===== config.mk =====
export PLATFORM = sky130hd
export DESIGN_NAME = cpu_clk_ctrl
export DESIGN_NICKNAME = d
export VERILOG_FILES = /design/src/rtl/cpu_clk_ctrl_pkg.sv /design/src/rtl/cpu_clk_ctrl_btn_debounce.sv /design/src/rtl/cpu_clk_ctrl.sv
export SDC_FILE = /design/constraint.sdc
export NUM_CORES = 1
export LEC_CHECK = 0
export ABC_CLOCK_PERIOD_IN_PS = 5200
export BUFFER_PORTS_ARGS = -buffer_cell sky130_fd_sc_hd__buf_4
export CAP_MARGIN = 20
export CORE_ASPECT_RATIO = 1.2
export CORE_MARGIN = 5
export CORE_UTILIZATION = 50
export CTS_BUF_LIST = sky130_fd_sc_hd__clkbuf_16
export DETAILED_ROUTE_END_ITERATION = 8
export PLACE_DENSITY = 0.68
export RECOVER_POWER = 50
export SKIP_LAST_GASP = 1
export SYNTH_ARGS = -nofsm -noshare
export SYNTH_HDL_FRONTEND = slang
export SYNTH_SLANG_ARGS = --single-unit

===== constraint.sdc =====
create_clock -name clk_i -period 5.2 [get_ports clk_i]
set_clock_uncertainty 0.2 [all_clocks]
set_input_delay 0.52 -clock clk_i [delete_from_list [all_inputs] [get_ports clk_i]]
set_output_delay 0.52 -clock clk_i [all_outputs]
set_load 0.02 [all_outputs]

===== src/rtl/cpu_clk_ctrl_pkg.sv =====
// Shared encodings for the CPU run-control block.
package cpu_clk_ctrl_pkg;

  typedef enum logic [2:0] {
    ST_IDLE   = 3'd0,
    ST_RUN    = 3'd1,
    ST_SLOW   = 3'd2,
    ST_STEP   = 3'd3,
    ST_HALTED = 3'd4
  } state_e;

  typedef enum logic [1:0] {
    MODE_IDLE = 2'b00,
    MODE_RUN  = 2'b01,
    MODE_SLOW = 2'b10,
    MODE_STEP = 2'b11
  } mode_e;

  // Run state requested by a mode switch setting.
  function automatic state_e mode_to_state(input mode_e m);
    case (m)
      MODE_RUN:  return ST_RUN;
      MODE_SLOW: return ST_SLOW;
      MODE_STEP: return ST_STEP;
      default:   return ST_IDLE;
    endcase
  endfunction

endpackage


===== src/rtl/cpu_clk_ctrl_btn_debounce.sv =====
// Push-button conditioning: 2-flop synchronizer, stability counter,
// debounced level and a registered one-cycle rising-edge pulse.
module btn_debounce
  import cpu_clk_ctrl_pkg::*;
#(
  parameter int DB_CYCLES = 1_000_000
) (
  input  logic clk_i,
  input  logic rst_ni,
  input  logic btn_i,
  output logic level_o,
  output logic rise_o
);

  localparam int CW = (DB_CYCLES > 1) ? $clog2(DB_CYCLES) : 1;

  logic          sync1_q, sync2_q;
  logic [CW-1:0] cnt_q, cnt_d;
  logic          level_q, level_d;
  logic          rise_q, rise_d;

  // Count consecutive cycles the synchronized input disagrees with the level;
  // any agreement (a bounce) restarts the count.
  always_comb begin
    cnt_d   = '0;
    level_d = level_q;
    if (sync2_q != level_q) begin
      if (cnt_q == CW'(DB_CYCLES - 1)) begin
        level_d = sync2_q;
      end else begin
        cnt_d = cnt_q + CW'(1);
      end
    end
    rise_d = level_d & ~level_q;
  end

  // Synchronizer, stability counter, level and edge registers.
  always_ff @(posedge clk_i or negedge rst_ni) begin
    if (!rst_ni) begin
      sync1_q <= 1'b0;
      sync2_q <= 1'b0;
      cnt_q   <= '0;
      level_q <= 1'b0;
      rise_q  <= 1'b0;
    end else begin
      sync1_q <= btn_i;
      sync2_q <= sync1_q;
      cnt_q   <= cnt_d;
      level_q <= level_d;
      rise_q  <= rise_d;
    end
  end

  assign level_o = level_q;
  assign rise_o  = rise_q;

endmodule


===== src/rtl/cpu_clk_ctrl.sv =====
// CPU run control: produces the core clock enable for run / slow / step /
// halt operation, the display scan tick and the retired-cycle counter.
module cpu_clk_ctrl
  import cpu_clk_ctrl_pkg::*;
#(
  parameter int SLOW_DIV  = 100_000_000,
  parameter int SCAN_DIV  = 100_000,
  parameter int DB_CYCLES = 1_000_000
) (
  input  logic        clk_i,
  input  logic        rst_i,
  input  logic [1:0]  mode_i,
  input  logic        step_btn_i,
  input  logic        halt_req_i,
  output logic        cpu_en_o,
  output logic        scan_tick_o,
  output logic [2:0]  state_o,
  output logic [31:0] cycle_cnt_o
);

  localparam int PW = (SLOW_DIV > 1) ? $clog2(SLOW_DIV) : 1;
  localparam int SW = (SCAN_DIV > 1) ? $clog2(SCAN_DIV) : 1;

  logic [1:0]    mode_s1_q, mode_s2_q;
  state_e        state_q, state_d;
  logic          cpu_en_q, cpu_en_d;
  logic [PW-1:0] presc_q, presc_d;
  logic [SW-1:0] scan_q, scan_d;
  logic          scan_tick_q, scan_tick_d;
  logic [31:0]   cycle_cnt_q, cycle_cnt_d;
  logic          halt_hit;
  logic          btn_level, btn_rise;

  btn_debounce #(
    .DB_CYCLES(DB_CYCLES)
  ) u_btn (
    .clk_i  (clk_i),
    .rst_ni (rst_i),
    .btn_i  (step_btn_i),
    .level_o(btn_level),
    .rise_o (btn_rise)
  );

  // Next state, next enable, prescaler, cycle counter and scan divider.
  always_comb begin
    state_d     = state_q;
    cpu_en_d    = 1'b0;
    presc_d     = presc_q;
    cycle_cnt_d = cycle_cnt_q;
    halt_hit    = halt_req_i && cpu_en_q;

    if (halt_hit) begin
      state_d = ST_HALTED;
    end else if (state_q == ST_HALTED) begin
      if (mode_e'(mode_s2_q) == MODE_IDLE) state_d = ST_IDLE;
    end else begin
      state_d = mode_to_state(mode_e'(mode_s2_q));
    end

    case (state_q)
      ST_RUN:  cpu_en_d = 1'b1;
      ST_SLOW: cpu_en_d = (presc_q == PW'(SLOW_DIV - 1));
      ST_STEP: cpu_en_d = btn_rise && btn_level;
      default: cpu_en_d = 1'b0;
    endcase
    if (halt_hit) cpu_en_d = 1'b0;

    if (state_d != state_q) begin
      presc_d = '0;
    end else if (state_q == ST_SLOW) begin
      presc_d = (presc_q == PW'(SLOW_DIV - 1)) ? '0 : presc_q + PW'(1);
    end

    if (state_q == ST_IDLE) begin
      cycle_cnt_d = '0;
    end else begin
      cycle_cnt_d = cycle_cnt_q + 32'(cpu_en_d);
    end

    scan_tick_d = (scan_q == SW'(SCAN_DIV - 1));
    scan_d      = scan_tick_d ? '0 : scan_q + SW'(1);
  end

  // Mode synchronizer and all run-control state.
  always_ff @(posedge clk_i or negedge rst_i) begin
    if (!rst_i) begin
      mode_s1_q   <= 2'b00;
      mode_s2_q   <= 2'b00;
      state_q     <= ST_IDLE;
      cpu_en_q    <= 1'b0;
      presc_q     <= '0;
      scan_q      <= '0;
      scan_tick_q <= 1'b0;
      cycle_cnt_q <= '0;
    end else begin
      mode_s1_q   <= mode_i;
      mode_s2_q   <= mode_s1_q;
      state_q     <= state_d;
      cpu_en_q    <= cpu_en_d;
      presc_q     <= presc_d;
      scan_q      <= scan_d;
      scan_tick_q <= scan_tick_d;
      cycle_cnt_q <= cycle_cnt_d;
    end
  end

  assign cpu_en_o    = cpu_en_q;
  assign scan_tick_o = scan_tick_q;
  assign state_o     = state_q;
  assign cycle_cnt_o = cycle_cnt_q;

endmodule


# Word level (Yosys, flattened, before mapping)
# Index checks and enable logic that the tools add are counted.
# totals
out_inout_bits	37
input_bits	6
register_bits	109
word_cells	51
# op_classes
bitwise	2
reduce_logical	5
n_mux	15
eq_ne	12
addsub	4
# ops
cell	n
27-bit 2-to-1 mux	3
20-bit 2-to-1 mux	2
32-bit by 1-bit adder with 32-bit output	1
32-bit 2-to-1 mux	1
27-bit by 1-bit adder with 27-bit output (second input constant)	1
27-bit == test (second input constant)	1
20-bit by 1-bit adder with 20-bit output (second input constant)	1
20-bit == test (second input constant)	1
17-bit by 1-bit adder with 17-bit output (second input constant)	1
17-bit == test (second input constant)	1
17-bit 2-to-1 mux	1
3-bit 2-to-1 mux	3
3-bit by 2-bit == test with 1-bit output (second input constant)	2
2-bit one-hot mux with 3 select lines	1
2-bit == test (second input constant)	2
3-bit by 1-bit == test with 1-bit output (second input constant)	1
3-bit == test (second input constant)	1
3-bit zero test	1
1-bit 2-to-1 mux	3
3-bit != test	1
1-bit one-hot mux with 3 select lines	1
2-bit by 1-bit == test with 1-bit output (second input constant)	1
1-bit logical AND	2
2-bit zero test	1
4 further kinds	4

# Logic depth before layout (Yosys ltp)
# depth
depth_word	6
mapped_depth	12
depth_no_buf	11

# Hierarchy
# Synthesis repeated with hierarchy kept, for this count alone.
# unflattened
cells_unflattened	575
hier_area_um2	5449.0
# by_module_without_submodules
module	cells_per_inst	area_each_um2	seq_area_each_um2	instances
cpu_clk_ctrl	459	4312.9	2127.0	1
btn_debounce	116	1136.1	600.6	1

# Worst setup path before layout
# OpenSTA, ideal clock, no wires.
# synth_timing
path_kind	register -> register
from	reg presc_q[19]
to	reg cycle_cnt_q[27] (netlist: cycle_cnt_o[27])
setup_slack_ps	1393
period_less_slack_ps	3807
n_path_buf	2
stages_incl_launch_ff	13
t_arrival_ps	3529
required_time_ps	4922
setup_time_ps	78
path_cell_list	dfrtp_1 > clkbuf_1 > or4b_1 > nor4_4 > nand4b_1 > a211oi_1 > ha_1 > nand3_2 > or4_1 > buf_2 > or3_4 > or3_1 > a21oi_1
# synth_via
elab_chain_cells	5
# synth_rtl
element	line	rtl
start, declared	cpu_clk_ctrl.sv:27	logic [PW-1:0] presc_q, presc_d;
start signal, assigned	cpu_clk_ctrl.sv:100	presc_q <= presc_d;
27-bit == test	cpu_clk_ctrl.sv:62	ST_SLOW: cpu_en_d = (presc_q == PW'(SLOW_DIV - 1));
1-bit one-hot mux with 3 select lines	cpu_clk_ctrl.sv:60	case (state_q)
1-bit 2-to-1 mux	cpu_clk_ctrl.sv:66	if (halt_hit) cpu_en_d = 1'b0;
via cpu_en_d	cpu_clk_ctrl.sv:26	logic cpu_en_q, cpu_en_d;
32-bit by 1-bit adder with 32-bit output	cpu_clk_ctrl.sv:77	cycle_cnt_d = cycle_cnt_q + 32'(cpu_en_d);
32-bit 2-to-1 mux	cpu_clk_ctrl.sv:74	if (state_q == ST_IDLE) begin
via cycle_cnt_d[27]	cpu_clk_ctrl.sv:30	logic [31:0] cycle_cnt_q, cycle_cnt_d;
end signal, assigned	cpu_clk_ctrl.sv:103	cycle_cnt_q <= cycle_cnt_d;
end, declared	cpu_clk_ctrl.sv:30	
# The timed path passes the listed nets, and every way through them passes these cells.
# A chain may end at the register's enable or synchronous reset.

# Worst setup path in the final report
# layout_timing
from	reg presc_q[10]
to	reg cycle_cnt_q[27] (netlist: cycle_cnt_o[27])
# Same word-level chain as after synthesis.

==> metrics <==
vias in the first global route 4146; crit path cell chain or3_1 -> nor4_2 -> nand4b_1 -> a211oi_1 -> ha_1 -> nand3_2 -> or4_1 -> or3_4 -> or3_1 -> a21oi_1; antenna cells 0; pwr/cell area 274 nW/um^2; CP Buf/Inv Count 0; die height 124 um; slowest stage cell, crit path or4_1; FMAX 238 MHz; ranking of synthesized cells by area dfrtp_1 (51%), xor2_1 (6.5%), nor2_1 (5.4%); sequential share of power 0.538; initial antenna violation count 0; final setup vio count 0; CP max FO 8; Setup TNS 0 ps; CTS resizes 0; 1st-iter DRT viols 223; Max-slew headroom -0.860; max cap viols 1; Cell Rows 41; nets 608; H-Tree Depth 3; Initial Util 0.511; Final Hold Viols 0; hold_sp mode_i[0]; Ports 43; Setup CP Type register to register; routability congestion estimate 0.794; synth warn 0; DR WL/cell 15.5 um; post-synth cell types 50; Post-Route WL 11300 um; clock buffer depth 2; Power Internal 0.00122 W; top_reg_cell synth dfrtp_1; Mapped Area 5400 sq um; Vias 4159; crit end category register; clock tree root buffer cell clkbuf_16; HP Class input pin to register; Fin Hold WS 94.5 ps; Worst-Margin Slew 2790 ps; Crit path largest cell delay 630 ps; worst endpoint required time 5290 ps; postcts setup bufs 0; Worst Setup SP presc_q[10]; largest net degree at the start of global routing 59; leakage dissipation 2.51 nW; clk slew on worst S/H paths 80 ps; Synth Instances 562; hold_buf cts 0; first-pass GRT wire length 19400 um; die width 105 um; Syn Nets 573; Core ar. 10600 sq um; Psw 0.000419 W; Post-synth EDFFs 0; failing checks max-capacitance violations, max-slew violations; die area 13000 sq um; most used cell, CP or3_1; post-synthesis sequential area ratio 0.505; Filler cells 948; CP arrival 4290 ps; Switching Share 0.256; worst skew pair latency 350 ps; gr usage total 0.182; drt drc 0; total grt overflow 0; status finished, violations left; I/O Buffers 42; RR Startpoint presc_q[10]; Sinks on Clock Net 109; CTS Buf Count 9; flops & latches, synth 109; syn avg cell area 9.60 sq um; RSZ-0062 raised after global routing no; Slew Viols, Final 53; fraction of layout cells with a size suffix above 1 0.0598; Logic pwr share 0.070; share of the synthesized area in the top cell type 0.505; VDD IR max 0.199 mV; Clk network pwr share 0.392; first-pass detailed-route iteration total 4; Synth area leader dfrtp_1; CTS tree built; DP HPWL 7490 um; area added between synthesis and finish 10.5%; vias per cell 5.69; delay-heaviest family, CP simple AND/OR/NAND/NOR gates; minimum clock period after layout 4200 ps; Detail Route Antenna Nets 0; crit start category register; Final Cycle Share 0.808; Post-synth ARST share 1.00
-- worst paths after layout --
kind | end | slack [ps] | depth (start not counted)
setup / recovery | cycle_cnt_o[27] | 1000 | 10
min in group asynchronous | presc_q[5] | 860 | 1
hold / removal | mode_s1_q[0] | 90 | 1
max in group asynchronous | u_btn.cnt_q[14] | 1440 | 2
hold reg to reg | u_btn.sync2_q | 150 | 0
setup reg to reg | cycle_cnt_o[27] | 1000 | 10
-- layout make-up --
cell class | count | area (sq um) | share of cell area
flip-flops and latches | 109 | 2730 | 0.457
clock inverters | 7 | 51.3 | 0.00860
well taps | 129 | 161 | 0.0270
repair buffers | 47 | 219 | 0.0367
inverters | 5 | 18.8 | 0.00315
clock buffers | 9 | 225 | 0.0377
multi-input cells | 425 | 2560 | 0.430
-- power groups by stage --
stage                     combinational (W)  clock (W)  sequential, W
after floorplan                   0.0000577          0       0.000903
after global placement             0.000124          0       0.000897
after detailed placement           0.000124          0       0.000898
after CTS                          0.000125   0.000665       0.000881
after global routing               0.000129   0.000697       0.000884
final                              0.000114   0.000642       0.000882
-- cell usage after synthesis (all sizes together) (2+ instances only) --
master and count:
nand4b 4, nor3 9, nor3b 2, buf 6, or4 7, o22ai 3
nor4 17, o32ai 3, o21ai 13, o211ai 2, a22oi 2, nor2 77
nand2b 2, nand3 41, a31oi 2, ha 5, and2 5, and3 19
nand4 28, xnor2 27, dfrtp 109, or4b 2, or3 10, mux2 2
nor2b 3, a21oi 21, inv 5, mux2i 3, clkbuf 17, xor2 40
and4 9, nand2 57
-- cells by family (layout without fill, tap and decap cells) --
kind of cell,after synthesis,after routing,share of synthesized area
fa+ha+maj,5,5,0.0116
simple gates,294,294,0.284
buf+inv,28,68,0.0206
compound gates,54,54,0.0600
flops,109,109,0.505
xor+xnor,67,67,0.109
mux,5,5,0.00974
-- cells in the final DEF, fill, tap and decap left out, drive strengths merged, types with 8 or more instances in the layout --
| cell type | netlist | layout |
|---|---|---|
| nor2 | 77 | 77 |
| nand4 | 28 | 28 |
| xor2 | 40 | 40 |
| nand2 | 57 | 57 |
| nor4 | 17 | 17 |
| dfrtp | 109 | 109 |
| inv | 5 | 8 |
| and3 | 19 | 19 |
| or3 | 10 | 10 |
| nand3 | 41 | 41 |
| and4 | 9 | 9 |
| buf | 6 | 8 |
| clkbuf | 17 | 48 |
| xnor2 | 27 | 27 |
| o21ai | 13 | 13 |
| a21oi | 21 | 21 |
| nor3 | 9 | 9 |
-- per-layer routing --
| layer | part of all wire | global-route usage |
|---|---|---|
| met1 | 0.47 | 0.242 |
| met2 | 0.48 | 0.297 |
| met3 | 0.039 | 0.0384 |
| met4 | 0.012 | 0.0663 |
| met5 | 0 | 0 |
-- stage by stage --
stage	cells	setup slack, ps	utilization	total power (W)	instance area, sq um
final	731	1000	0.565	0.00164	5970
after detailed placement	715	1030	0.551	0.00102	5820
after floorplan	562	1390	-	0.000961	5400
after CTS	731	1020	0.577	0.00167	6100
after global placement	715	1100	0.551	0.00102	5820
after global routing	731	514	0.565	0.00171	5970
-- sequential cells by signal (all words and copies together) (netlist names) --
signal	cells
u_btn.cnt_q	20
cpu_en_o	1
scan_tick_o	1
scan_q	17
u_btn.sync2_q	1
cycle_cnt_o	32
u_btn.rise_o	1
u_btn.sync1_q	1
state_o	3
mode_s2_q	2
presc_q	27
mode_s1_q	2
u_btn.level_o	1
(Power assumes the default switching activity.)
